[src/rtl/branch_predictor_btb_if.sv]
// rtl/branch_predictor_btb_if.sv - fetch lookup / stage-4 resolve / statistics bundle
// The master drives the fetch PC and resolved branches; the slave answers with predictions.
interface branch_predictor_btb_if #(
  parameter int ADDR_W = 32,
  parameter int STAT_W = 32
);
  logic [ADDR_W-1:0] s1_pc;
  logic              s1_hit;
  logic              s1_pred;
  logic [ADDR_W-1:0] s1_target;
  logic              s4_branch;
  logic [ADDR_W-1:0] s4_pc;
  logic [ADDR_W-1:0] s4_target;
  logic              s4_taken;
  logic              s4_hit;
  logic              s4_pred;
  logic [1:0]        mux_signal;
  logic              flush;
  logic [STAT_W-1:0] p_acerto;
  logic [STAT_W-1:0] p_erro;
  logic [STAT_W-1:0] p_cold;

  modport slave (
    input  s1_pc, s4_branch, s4_pc, s4_target, s4_taken, s4_hit, s4_pred,
    output s1_hit, s1_pred, s1_target, mux_signal, flush, p_acerto, p_erro, p_cold
  );

  modport master (
    output s1_pc, s4_branch, s4_pc, s4_target, s4_taken, s4_hit, s4_pred,
    input  s1_hit, s1_pred, s1_target, mux_signal, flush, p_acerto, p_erro, p_cold
  );
endinterface

[src/rtl/branch_predictor_btb.sv]
// rtl/branch_predictor_btb.sv - direct-mapped branch target buffer with saturating counters
// Combinational stage-1 lookup, stage-4 update on resolution, and prediction statistics.
module branch_predictor_btb #(
  parameter int ADDR_W  = 32,
  parameter int INDEX_W = 4,
  parameter int CTR_W   = 2,
  parameter int STAT_W  = 32
) (
  input logic                   clk,
  input logic                   rst,
  branch_predictor_btb_if.slave bp
);
  localparam int DEPTH = 1 << INDEX_W;
  localparam int TAG_W = ADDR_W - INDEX_W - 2;
  localparam logic [CTR_W-1:0] CTR_WEAK_T = CTR_W'(1) << (CTR_W - 1);
  localparam logic [CTR_W-1:0] CTR_WEAK_N = CTR_WEAK_T - CTR_W'(1);
  localparam logic [CTR_W-1:0] CTR_MAX    = '1;
  localparam logic [STAT_W-1:0] STAT_MAX  = '1;

  logic [DEPTH-1:0]  r_valid;
  logic [TAG_W-1:0]  r_tag    [DEPTH];
  logic [ADDR_W-1:0] r_target [DEPTH];
  logic [CTR_W-1:0]  r_ctr    [DEPTH];
  logic [STAT_W-1:0] r_acerto;
  logic [STAT_W-1:0] r_erro;
  logic [STAT_W-1:0] r_cold;

  logic [INDEX_W-1:0] w_idx1;
  logic [TAG_W-1:0]   w_tag1;
  logic               w_hit1;
  logic [INDEX_W-1:0] w_idx4;
  logic [TAG_W-1:0]   w_tag4;
  logic               w_hit4;
  logic               w_mispredict;
  logic [CTR_W-1:0]   w_ctr_next;
  logic [1:0]         w_mux;

  assign w_idx1 = bp.s1_pc[INDEX_W+1:2];
  assign w_tag1 = bp.s1_pc[ADDR_W-1:INDEX_W+2];
  assign w_hit1 = r_valid[w_idx1] && (r_tag[w_idx1] == w_tag1);

  assign bp.s1_hit    = w_hit1;
  assign bp.s1_pred   = w_hit1 & r_ctr[w_idx1][CTR_W-1];
  assign bp.s1_target = w_hit1 ? r_target[w_idx1] : '0;

  // Update-side hit uses the live table, not the pipelined s4_hit flag.
  assign w_idx4 = bp.s4_pc[INDEX_W+1:2];
  assign w_tag4 = bp.s4_pc[ADDR_W-1:INDEX_W+2];
  assign w_hit4 = r_valid[w_idx4] && (r_tag[w_idx4] == w_tag4);

  assign w_mispredict = bp.s4_branch &
                        ((~bp.s4_hit & bp.s4_taken) | (bp.s4_hit & (bp.s4_pred != bp.s4_taken)));

  always_comb begin
    w_mux = 2'd0;
    if (w_mispredict && bp.s4_taken)       w_mux = 2'd3;
    else if (w_mispredict)                 w_mux = 2'd2;
    else if (w_hit1 && r_ctr[w_idx1][CTR_W-1]) w_mux = 2'd1;
  end

  assign bp.mux_signal = w_mux;
  assign bp.flush      = w_mispredict;

  always_comb begin
    w_ctr_next = r_ctr[w_idx4];
    if (!w_hit4)
      w_ctr_next = bp.s4_taken ? CTR_WEAK_T : CTR_WEAK_N;
    else if (bp.s4_taken && r_ctr[w_idx4] != CTR_MAX)
      w_ctr_next = r_ctr[w_idx4] + CTR_W'(1);
    else if (!bp.s4_taken && r_ctr[w_idx4] != '0)
      w_ctr_next = r_ctr[w_idx4] - CTR_W'(1);
  end

  always_ff @(posedge clk) begin
    if (rst) begin
      r_valid <= '0;
      for (int i = 0; i < DEPTH; i++) r_ctr[i] <= CTR_WEAK_N;
    end else if (bp.s4_branch) begin
      r_valid[w_idx4] <= 1'b1;
      r_ctr[w_idx4]   <= w_ctr_next;
    end
  end

  // Tag/target carry no reset; r_valid alone gates every hit.
  always_ff @(posedge clk) begin
    if (!rst && bp.s4_branch) begin
      if (!w_hit4) r_tag[w_idx4] <= w_tag4;
      if (!w_hit4 || bp.s4_taken) r_target[w_idx4] <= bp.s4_target;
    end
  end

  always_ff @(posedge clk) begin
    if (rst) begin
      r_acerto <= '0;
      r_erro   <= '0;
      r_cold   <= '0;
    end else if (bp.s4_branch) begin
      if (bp.s4_hit && (bp.s4_pred == bp.s4_taken) && r_acerto != STAT_MAX)
        r_acerto <= r_acerto + STAT_W'(1);
      if (bp.s4_hit && (bp.s4_pred != bp.s4_taken) && r_erro != STAT_MAX)
        r_erro <= r_erro + STAT_W'(1);
      if (!bp.s4_hit && bp.s4_taken && r_cold != STAT_MAX)
        r_cold <= r_cold + STAT_W'(1);
    end
  end

  assign bp.p_acerto = r_acerto;
  assign bp.p_erro   = r_erro;
  assign bp.p_cold   = r_cold;
endmodule

[src/flat_wrapper.sv]
// flat-port wrapper written by rule: the top's interface ports become plain ports
module branch_predictor_btb_flat 
#(
  parameter int ADDR_W  = 32,
  parameter int INDEX_W = 4,
  parameter int CTR_W   = 2,
  parameter int STAT_W  = 32
)
  (clk, rst, bp_s1_pc, bp_s4_branch, bp_s4_pc, bp_s4_target, bp_s4_taken, bp_s4_hit, bp_s4_pred, bp_s1_hit, bp_s1_pred, bp_s1_target, bp_mux_signal, bp_flush, bp_p_acerto, bp_p_erro, bp_p_cold);
  branch_predictor_btb_if #(.ADDR_W(ADDR_W), .STAT_W(STAT_W)) bp_i ();
  input logic clk;
  input logic rst;
  input wire logic [$bits(bp_i.s1_pc)-1:0] bp_s1_pc;
  input wire logic [$bits(bp_i.s4_branch)-1:0] bp_s4_branch;
  input wire logic [$bits(bp_i.s4_pc)-1:0] bp_s4_pc;
  input wire logic [$bits(bp_i.s4_target)-1:0] bp_s4_target;
  input wire logic [$bits(bp_i.s4_taken)-1:0] bp_s4_taken;
  input wire logic [$bits(bp_i.s4_hit)-1:0] bp_s4_hit;
  input wire logic [$bits(bp_i.s4_pred)-1:0] bp_s4_pred;
  output wire logic [$bits(bp_i.s1_hit)-1:0] bp_s1_hit;
  output wire logic [$bits(bp_i.s1_pred)-1:0] bp_s1_pred;
  output wire logic [$bits(bp_i.s1_target)-1:0] bp_s1_target;
  output wire logic [$bits(bp_i.mux_signal)-1:0] bp_mux_signal;
  output wire logic [$bits(bp_i.flush)-1:0] bp_flush;
  output wire logic [$bits(bp_i.p_acerto)-1:0] bp_p_acerto;
  output wire logic [$bits(bp_i.p_erro)-1:0] bp_p_erro;
  output wire logic [$bits(bp_i.p_cold)-1:0] bp_p_cold;
  assign bp_i.s1_pc = bp_s1_pc;
  assign bp_i.s4_branch = bp_s4_branch;
  assign bp_i.s4_pc = bp_s4_pc;
  assign bp_i.s4_target = bp_s4_target;
  assign bp_i.s4_taken = bp_s4_taken;
  assign bp_i.s4_hit = bp_s4_hit;
  assign bp_i.s4_pred = bp_s4_pred;
  assign bp_s1_hit = bp_i.s1_hit;
  assign bp_s1_pred = bp_i.s1_pred;
  assign bp_s1_target = bp_i.s1_target;
  assign bp_mux_signal = bp_i.mux_signal;
  assign bp_flush = bp_i.flush;
  assign bp_p_acerto = bp_i.p_acerto;
  assign bp_p_erro = bp_i.p_erro;
  assign bp_p_cold = bp_i.p_cold;
  branch_predictor_btb #(.ADDR_W(ADDR_W), .INDEX_W(INDEX_W), .CTR_W(CTR_W), .STAT_W(STAT_W)) u_core (.clk(clk), .rst(rst), .bp(bp_i));
endmodule
[config.mk]
export PLATFORM = sky130hd
export DESIGN_NAME = branch_predictor_btb_flat
export DESIGN_NICKNAME = d
export VERILOG_FILES = /design/src/rtl/branch_predictor_btb_if.sv /design/src/rtl/branch_predictor_btb.sv /design/src/flat_wrapper.sv
export SDC_FILE = /design/constraint.sdc
export NUM_CORES = 1
export LEC_CHECK = 0
export CAP_MARGIN = 20
export CORE_ASPECT_RATIO = 1.25
export CORE_UTILIZATION = 35
export DETAILED_ROUTE_END_ITERATION = 16
export DONT_BUFFER_PORTS = 1
export SYNTH_ARGS = -nofsm -noshare
export SYNTH_HDL_FRONTEND = slang
export SYNTH_SLANG_ARGS = --single-unit
[constraint.sdc]
create_clock -name clk -period 5.7 [get_ports clk]
set_input_delay 1.14 -clock clk [delete_from_list [all_inputs] [get_ports clk]]
set_output_delay 1.14 -clock clk [all_outputs]
set_load 0.02 [all_outputs]
# Word level (Yosys, flattened, before mapping)
# Memory sizes are Yosys's and may differ from the RTL's.
# Cells that the tools add are included.
[word_totals]
regBits = 112
mem_bits_rw = 960
inputBits = 102
out_inout_bits = 133
elab_cells = 82
n_memories = 3
[classes]
n_addsub = 5
order_cmp = 3
n_eq_ne = 8
n_mux = 28
bitwise_logic = 7
reduce_logical = 24
[mem_list]
columns = ["name", "depth", "width", "rd", "rd_ports_with_merged_regs", "wr", "line", "source"]
rows = [
  ["u_core.r_target", 16, 32, 1, 0, 1, "branch_predictor_btb.sv:22", "logic [ADDR_W-1:0] r_target [DEPTH];"],
  ["u_core.r_tag", 16, 26, 2, 0, 1, "branch_predictor_btb.sv:21", "logic [TAG_W-1:0] r_tag [DEPTH];"],
  ["u_core.r_ctr", 16, 2, 2, 0, 16, "branch_predictor_btb.sv:23", "logic [CTR_W-1:0] r_ctr [DEPTH];"],
]
[op_table]
columns = ["op", "count"]
rows = [
  ["$add 32x1->32 const B", 3],
  ["$ne 32x32->1 const B", 3],
  ["$eq 26x26->1", 2],
  ["$mux 32", 1],
  ["$mux 1", 16],
  ["$or 16x16->16", 1],
  ["$logic_and 1x1->1", 14],
  ["$mux 2", 7],
  ["$lt 4x5->1 const B", 2],
  ["$bmux 1 s4", 2],
  ["$reduce_and 2->1", 3],
  ["$and 1x1->1", 4],
  ["$demux 1 s4", 1],
  ["$ge 4x1->1 const B", 1],
  ["$logic_not 1->1", 4],
  ["$mux 4", 1],
  ["$add 2x1->2 const B", 1],
  ["$ne 2x2->1 const B", 1],
  ["$reduce_bool 2->1", 1],
  ["$reduce_or 2->1", 1],
  ["$sub 2x1->2 const B", 1],
  ["$eq 1x1->1", 1],
  ["$logic_or 1x1->1", 1],
  ["$ne 1x1->1", 1],
  ["other kinds (2)", 2],
]

# Longest topological paths before layout
[depth]
depth_word = 8
depth_mapped = 17
ltp_nobuf = 9

# Least setup slack after synthesis
# No wires, ideal clock.
[synth_path]
kind = "input port to output port"
from = "input bp_s1_pc[3]"
to = "output bp_s1_target[10]"
arrival_ns = 4.215
required_ns = 4.560
path_slack_ns = 0.345
cell_stages = 12
path_buffers = 4
cell_sequence = "buf_2 > buf_2 > mux4_2 > mux2i_1 > xnor2_1 > a2111oi_0 > o2bb2ai_1 > nand4_1 > or4_1 > clkbuf_1 > clkbuf_1 > nor2b_1"
[synth_between]
elab_chain_cells = 4
word_cells_on_any_way = 7
cone_classes = "eq/ne (1); mux (3); reduce/logical (1); memory (2)"
[synth_rtl]
columns = ["item", "line", "source"]
rows = [
  ["start, declared", "flat_wrapper.sv:13", "input wire logic [$bits(bp_i.s1_pc)-1:0] bp_s1_pc;"],
  ["$mem_v2 16x26 / $bmux 1 s4 (equally long branches)", "n/a", ""],
  ["$eq 26x26->1 / $mux 1 (equally long branches)", "branch_predictor_btb.sv:40", "assign w_hit1 = r_valid[w_idx1] && (r_tag[w_idx1] == w_tag1);"],
  ["$logic_and 1x1->1", "branch_predictor_btb.sv:40", ""],
  ["$mux 32 (*)", "branch_predictor_btb.sv:44", "assign bp.s1_target = w_hit1 ? r_target[w_idx1] : '0;"],
  ["end, declared", "flat_wrapper.sv:22", "output wire logic [$bits(bp_i.s1_target)-1:0] bp_s1_target;"],
]
# Every way passes the cells marked *; elsewhere a longest branch is shown, timed or not. The select of a mux whose other input is x is not followed.

# Worst setup path after layout
[layout_path]
from = "input bp_s1_pc[3]"
to = "output bp_mux_signal[0]"
[layout_between]
elab_chain_cells = 7
word_cells_on_any_way = 10
cone_classes = "eq/ne (1); mux (5); reduce/logical (2); memory (2)"
[layout_rtl]
columns = ["item", "line", "source"]
rows = [
  ["$mem_v2 16x26 / $bmux 1 s4 (equally long branches)", "n/a", ""],
  ["$eq 26x26->1 / $mux 1 (equally long branches)", "branch_predictor_btb.sv:40", ""],
  ["$logic_and 1x1->1", "branch_predictor_btb.sv:40", ""],
  ["$logic_and 1x1->1 (*)", "branch_predictor_btb.sv:58", "else if (w_hit1 && r_ctr[w_idx1][CTR_W-1]) w_mux = 2'd1;"],
  ["$mux 1 (*)", "branch_predictor_btb.sv:58", ""],
  ["$mux 2 (*)", "branch_predictor_btb.sv:57", "else if (w_mispredict) w_mux = 2'd2;"],
  ["$mux 2 (*)", "branch_predictor_btb.sv:56", "if (w_mispredict && bp.s4_taken) w_mux = 2'd3;"],
  ["end, declared", "flat_wrapper.sv:23", "output wire logic [$bits(bp_i.mux_signal)-1:0] bp_mux_signal;"],
]
# Marked as above.

==> metrics.txt <==
# TYPE chip_impl_metric gauge
chip_impl_info{name="status",value="finished, final reports clean"} 1
chip_impl_metric{name="synth.yosys.warnings",unit=""} 0
chip_impl_metric{name="irDropWorstVdd",unit="mV"} 0.3596
chip_impl_metric{name="clk_latency",unit="ps"} 750
chip_impl_metric{name="clock_path_buffers",unit=""} 3
chip_impl_metric{name="cp_data_required_time",unit="ps"} 4560
chip_impl_metric{name="detailedPlacementHpwl",unit="um"} 74550
chip_impl_metric{name="total_die_area",unit="um2"} 136100
chip_impl_metric{name="antenna_left",unit=""} 0
chip_impl_metric{name="synth.lib_cells_used.distinct",unit=""} 86
chip_impl_metric{name="setup_slack",unit="ps"} 48.79
chip_impl_info{name="timing.critical_path.from_type",value="input port"} 1
chip_impl_metric{name="core_area",unit="um2"} 133600
chip_impl_metric{name="pre_cts_slack",unit="ps"} 183.7
chip_impl_metric{name="switching_share",unit=""} 0.2117
chip_impl_metric{name="placement_rows",unit=""} 150
chip_impl_metric{name="total_switching_power",unit="W"} 0.003537
chip_impl_metric{name="synth_area_per_cell",unit="um2"} 17.51
chip_impl_metric{name="critPathArrivalTime",unit="ps"} 4510
chip_impl_metric{name="global_route.overflow_total",unit=""} 0
chip_impl_metric{name="grt_util_all_layers",unit=""} 0.1852
chip_impl_metric{name="final_hold_viol_count",unit=""} 0
chip_impl_info{name="worstPathCellList",value="mux4_2 > mux2i_1 > xor2_1 > buf_4 > o2111ai_1 > o31ai_1 > nand4_1 > or4_4 > a311oi_1 > o21a_1 > buf_12"} 1
chip_impl_metric{name="antenna_violations_before_repair",unit=""} 0
chip_impl_info{name="reg2reg_start",value="u_core.r_tag[11][3]$_DFFE_PP_"} 1
chip_impl_info{name="min_delay_endpoint",value="u_core.bp.p_cold[14]$_SDFFE_PP0P_"} 1
chip_impl_metric{name="multi_input_area",unit="um2"} 15270
chip_impl_metric{name="clock_power_share",unit=""} 0.430
chip_impl_metric{name="post-cts-setup-buffers",unit=""} 0
chip_impl_info{name="worst_hold_path_startpoint",value="rst"} 1
chip_impl_metric{name="period_utilisation_layout",unit=""} 0.9914
chip_impl_info{name="tritoncts",value="built"} 1
chip_impl_info{name="ys.flop_type",value="sky130_fd_sc_hd__edfxtp_1"} 1
chip_impl_metric{name="fraction_of_layout_instances_using_a_drive_strength_above_1",unit=""} 0.2405
chip_impl_metric{name="ioPinCount",unit=""} 235
chip_impl_metric{name="cts.sinks",unit=""} 1072
chip_impl_info{name="crit-reg2reg-capture",value="u_core.r_tag[3][1]$_DFFE_PP_"} 1
chip_impl_metric{name="worst_clock_skew",unit="ps"} 73.35
chip_impl_metric{name="achievable-frequency",unit="MHz"} 177.0
chip_impl_metric{name="placement.io_buffers",unit=""} 0
chip_impl_metric{name="min_period",unit="ps"} 5651
chip_impl_metric{name="async_flop_share",unit=""} 0
chip_impl_metric{name="synthesis.instances",unit=""} 2691
chip_impl_info{name="clk_root_buffer_cell",value="sky130_fd_sc_hd__clkbuf_16"} 1
chip_impl_metric{name="worstMarginPinSlew",unit="ps"} 1157
chip_impl_metric{name="power.share.combinational",unit=""} 0.049
chip_impl_metric{name="slowest_cell_delay_on_critical_path",unit="ps"} 670
chip_impl_metric{name="detailedRoute.firstIterationViolations",unit=""} 2223
chip_impl_metric{name="vias_per_cell",unit=""} 5.633
chip_impl_metric{name="num_vias",unit=""} 25830
chip_impl_metric{name="first_pass_grt_wire_length",unit="um"} 182800
chip_impl_metric{name="num-fill-cells",unit=""} 12020
chip_impl_metric{name="totalPowerFinal",unit="W"} 0.01671
chip_impl_metric{name="synthesized_cell_area",unit="um2"} 47120
chip_impl_metric{name="wire_per_inst",unit="um"} 27.66
chip_impl_metric{name="detailedRoute.firstPassIterationCount",unit=""} 5
chip_impl_metric{name="areal_power_density_over_the_cells",unit="nW/um2"} 313.4
chip_impl_metric{name="grt_max_degree",unit=""} 217
chip_impl_info{name="hp-class",value="input port to flop"} 1
chip_impl_metric{name="area_growth",unit="%"} 13.13
chip_impl_metric{name="synthesis_stage_register_bit_count",unit=""} 1072
chip_impl_metric{name="power.internal",unit="W"} 0.01317
chip_impl_metric{name="net_total_in_the_final_layout",unit=""} 2860
chip_impl_metric{name="worstHoldPathCells",unit=""} 1
chip_impl_metric{name="syn-num-nets",unit=""} 2798
chip_impl_metric{name="clk_transition_reported_paths",unit="ps"} 60
chip_impl_metric{name="seqPwrFrac",unit=""} 0.520
chip_impl_metric{name="holdBufCountCts",unit=""} 0
chip_impl_metric{name="leakage",unit="nW"} 16.77
chip_impl_metric{name="critPathMaxFanout",unit=""} 216
chip_impl_metric{name="part_of_the_yosys_area_used_for_sequential_elements",unit=""} 0.6594
chip_impl_info{name="critical_path.slowest_cell",value="sky130_fd_sc_hd__or4_4"} 1
chip_impl_info{name="path_class",value="input port to output port"} 1
chip_impl_metric{name="start_util",unit=""} 0.3526
chip_impl_info{name="worst_setup_path_end_kind",value="output port"} 1
chip_impl_metric{name="setup_viol",unit=""} 0
chip_impl_metric{name="clock_tree.htree_level_count",unit=""} 3
chip_impl_info{name="grt_setup_unrepaired",value="no"} 1
chip_impl_metric{name="wirelength",unit="um"} 126800
chip_impl_metric{name="r2r_slack",unit="ps"} 1310
chip_impl_metric{name="final-seq-area",unit="um2"} 31070
chip_impl_metric{name="setup_total_negative_slack",unit="ps"} 0
chip_impl_metric{name="total_count_of_max_transition_violations_in_the_final_report",unit=""} 0
chip_impl_metric{name="max_slew_margin",unit=""} 0.2287
chip_impl_metric{name="synth-edff-count",unit=""} 960
chip_impl_metric{name="routability_driven_placement_congestion_ratio",unit=""} 0.9061
chip_impl_metric{name="worst_hold_margin",unit="ps"} 476.7
chip_impl_metric{name="drc",unit=""} 0
chip_impl_metric{name="numCtsBuffers",unit=""} 108
chip_impl_metric{name="die_w",unit="um"} 330.2
chip_impl_metric{name="die_height",unit="um"} 412.2
chip_impl_metric{name="vias_in_the_first_global_route",unit=""} 26200
chip_impl_metric{name="max_cap_violations",unit=""} 0
chip_impl_metric{name="worst-r2r-cell-count",unit=""} 10
## layout make-up
| type | count | area share |
|---|---|---|
| diodes | 1 | 0.00004695 |
| clock buffers | 133 | 0.05324 |
| clock inverters | 60 | 0.01411 |
| inverters | 52 | 0.003709 |
| multi-input cells | 1421 | 0.2865 |
| flip-flops and latches | 1072 | 0.5829 |
| well taps | 1748 | 0.04103 |
| repair buffers | 98 | 0.01850 |
## routing by layer
layer,vias up,part of all wire,GRT usage
li1,11050,-,-
met4,0,0.035,0.06912
met1,13520,0.39,0.2308
met2,999,0.49,0.3079
met3,255,0.081,0.04858
met5,-,0,0
## sequential cells by signal (all words and copies together) (netlist names)
name	count
u_core.r_target	512
u_core.r_valid	16
u_core.r_tag	416
u_core.r_ctr	32
u_core.bp.p_acerto	32
u_core.bp.p_erro	32
u_core.bp.p_cold	32
## cells in the final DEF (no fill, tap or decap), types with 21 or more instances in the layout
cell type,n
sky130_fd_sc_hd__a22oi_1,25
sky130_fd_sc_hd__mux4_2,351
sky130_fd_sc_hd__nor3_1,23
sky130_fd_sc_hd__o22ai_1,21
sky130_fd_sc_hd__clkbuf_16,109
sky130_fd_sc_hd__xor2_1,68
sky130_fd_sc_hd__edfxtp_1,960
sky130_fd_sc_hd__o21ai_0,62
sky130_fd_sc_hd__nand4_1,40
sky130_fd_sc_hd__clkbuf_1,22
sky130_fd_sc_hd__or3_1,25
sky130_fd_sc_hd__buf_4,78
sky130_fd_sc_hd__nor2_4,32
sky130_fd_sc_hd__inv_1,47
sky130_fd_sc_hd__nand2_1,95
sky130_fd_sc_hd__dfxtp_1,112
sky130_fd_sc_hd__mux2i_1,123
sky130_fd_sc_hd__nand3_1,47
sky130_fd_sc_hd__nor2b_1,43
sky130_fd_sc_hd__a21oi_1,59
sky130_fd_sc_hd__nor2_1,131
sky130_fd_sc_hd__nand2b_1,26
sky130_fd_sc_hd__xnor2_1,54
sky130_fd_sc_hd__mux2_2,27
## worst max-delay path by stage
stage | cells past startpoint | end | from | slack [ps]
finish | 11 | bp_mux_signal[0] | bp_s1_pc[3] | 50
global route | 11 | bp_mux_signal[0] | bp_s1_pc[3] | 30
CTS | 11 | bp_mux_signal[0] | bp_s1_pc[3] | 170
detailed placement | 11 | bp_mux_signal[0] | bp_s1_pc[3] | 180
global placement | 11 | bp_mux_signal[0] | bp_s1_pc[3] | 120
floorplan | 12 | bp_s1_target[10] | bp_s1_pc[3] | 340
## synthesized netlist by cell type, types with 27 or more instances
| library cell | instances | share of area |
|---|---|---|
| sky130_fd_sc_hd__nor2_1 | 156 | 0.012 |
| sky130_fd_sc_hd__dfxtp_1 | 112 | 0.048 |
| sky130_fd_sc_hd__xor2_1 | 68 | 0.013 |
| sky130_fd_sc_hd__nor2b_1 | 44 | 0.0058 |
| sky130_fd_sc_hd__mux4_2 | 351 | 0.17 |
| sky130_fd_sc_hd__nand2_1 | 95 | 0.0076 |
| sky130_fd_sc_hd__xnor2_1 | 54 | 0.010 |
| sky130_fd_sc_hd__edfxtp_1 | 960 | 0.61 |
| sky130_fd_sc_hd__mux2i_1 | 123 | 0.026 |
| sky130_fd_sc_hd__clkbuf_1 | 56 | 0.0045 |
| sky130_fd_sc_hd__buf_2 | 38 | 0.0040 |
| sky130_fd_sc_hd__nand3_1 | 47 | 0.0050 |
| sky130_fd_sc_hd__mux2_2 | 27 | 0.0065 |
| sky130_fd_sc_hd__o21ai_0 | 62 | 0.0066 |
| sky130_fd_sc_hd__inv_1 | 47 | 0.0037 |
| sky130_fd_sc_hd__a21oi_1 | 59 | 0.0063 |
| sky130_fd_sc_hd__nand4_1 | 40 | 0.0053 |
## stage by stage
step	utilization	cell area [um2]	std cells
after global placement	0.3720	49710	4391
after floorplan	-	47120	2691
after global routing	0.3989	53300	4584
after CTS	0.3988	53300	4584
final	0.3989	53300	4585
after detailed placement	0.3720	49710	4391
## repair_timing
action                                  CTS  global route
resized for setup                         0             1
endpoints found under the setup margin    0            34
endpoints found under the hold margin     0             0
## power by group through the flow
stage / Clock (W) / Combinational, W / Sequential (W)
floorplan: 0 / 0.000739 / 0.00884
global placement: 0 / 0.000816 / 0.00885
detailed placement: 0 / 0.000816 / 0.00886
CTS: 0.00731 / 0.000819 / 0.00869
global route: 0.00759 / 0.000860 / 0.00870
finish: 0.00719 / 0.000826 / 0.00869
## kinds of logic (layout without fill, tap and decap cells)
logic type	after synthesis	count (layout)	share of synthesized area
AO/OA/AOI/OAI	258	258	0.03633
XOR/XNOR	122	122	0.02268
adder cells (fa/ha/maj)	5	5	0.001328
buffers and inverters	198	343	0.02135
flip-flops	1072	1072	0.6594
multiplexers	503	503	0.2012
other	0	1	0
AND/OR/NAND/NOR	533	533	0.05773
## critical path: cells and delay by family
| kind | cells | cell delay (ps) |
|---|---|---|
| compound gates | 4 | 930 |
| xor+xnor | 1 | 190 |
| buf+inv | 2 | 290 |
| mux | 2 | 840 |
| simple gates | 2 | 820 |
Note: power is estimated with default switching activity, not from simulation.
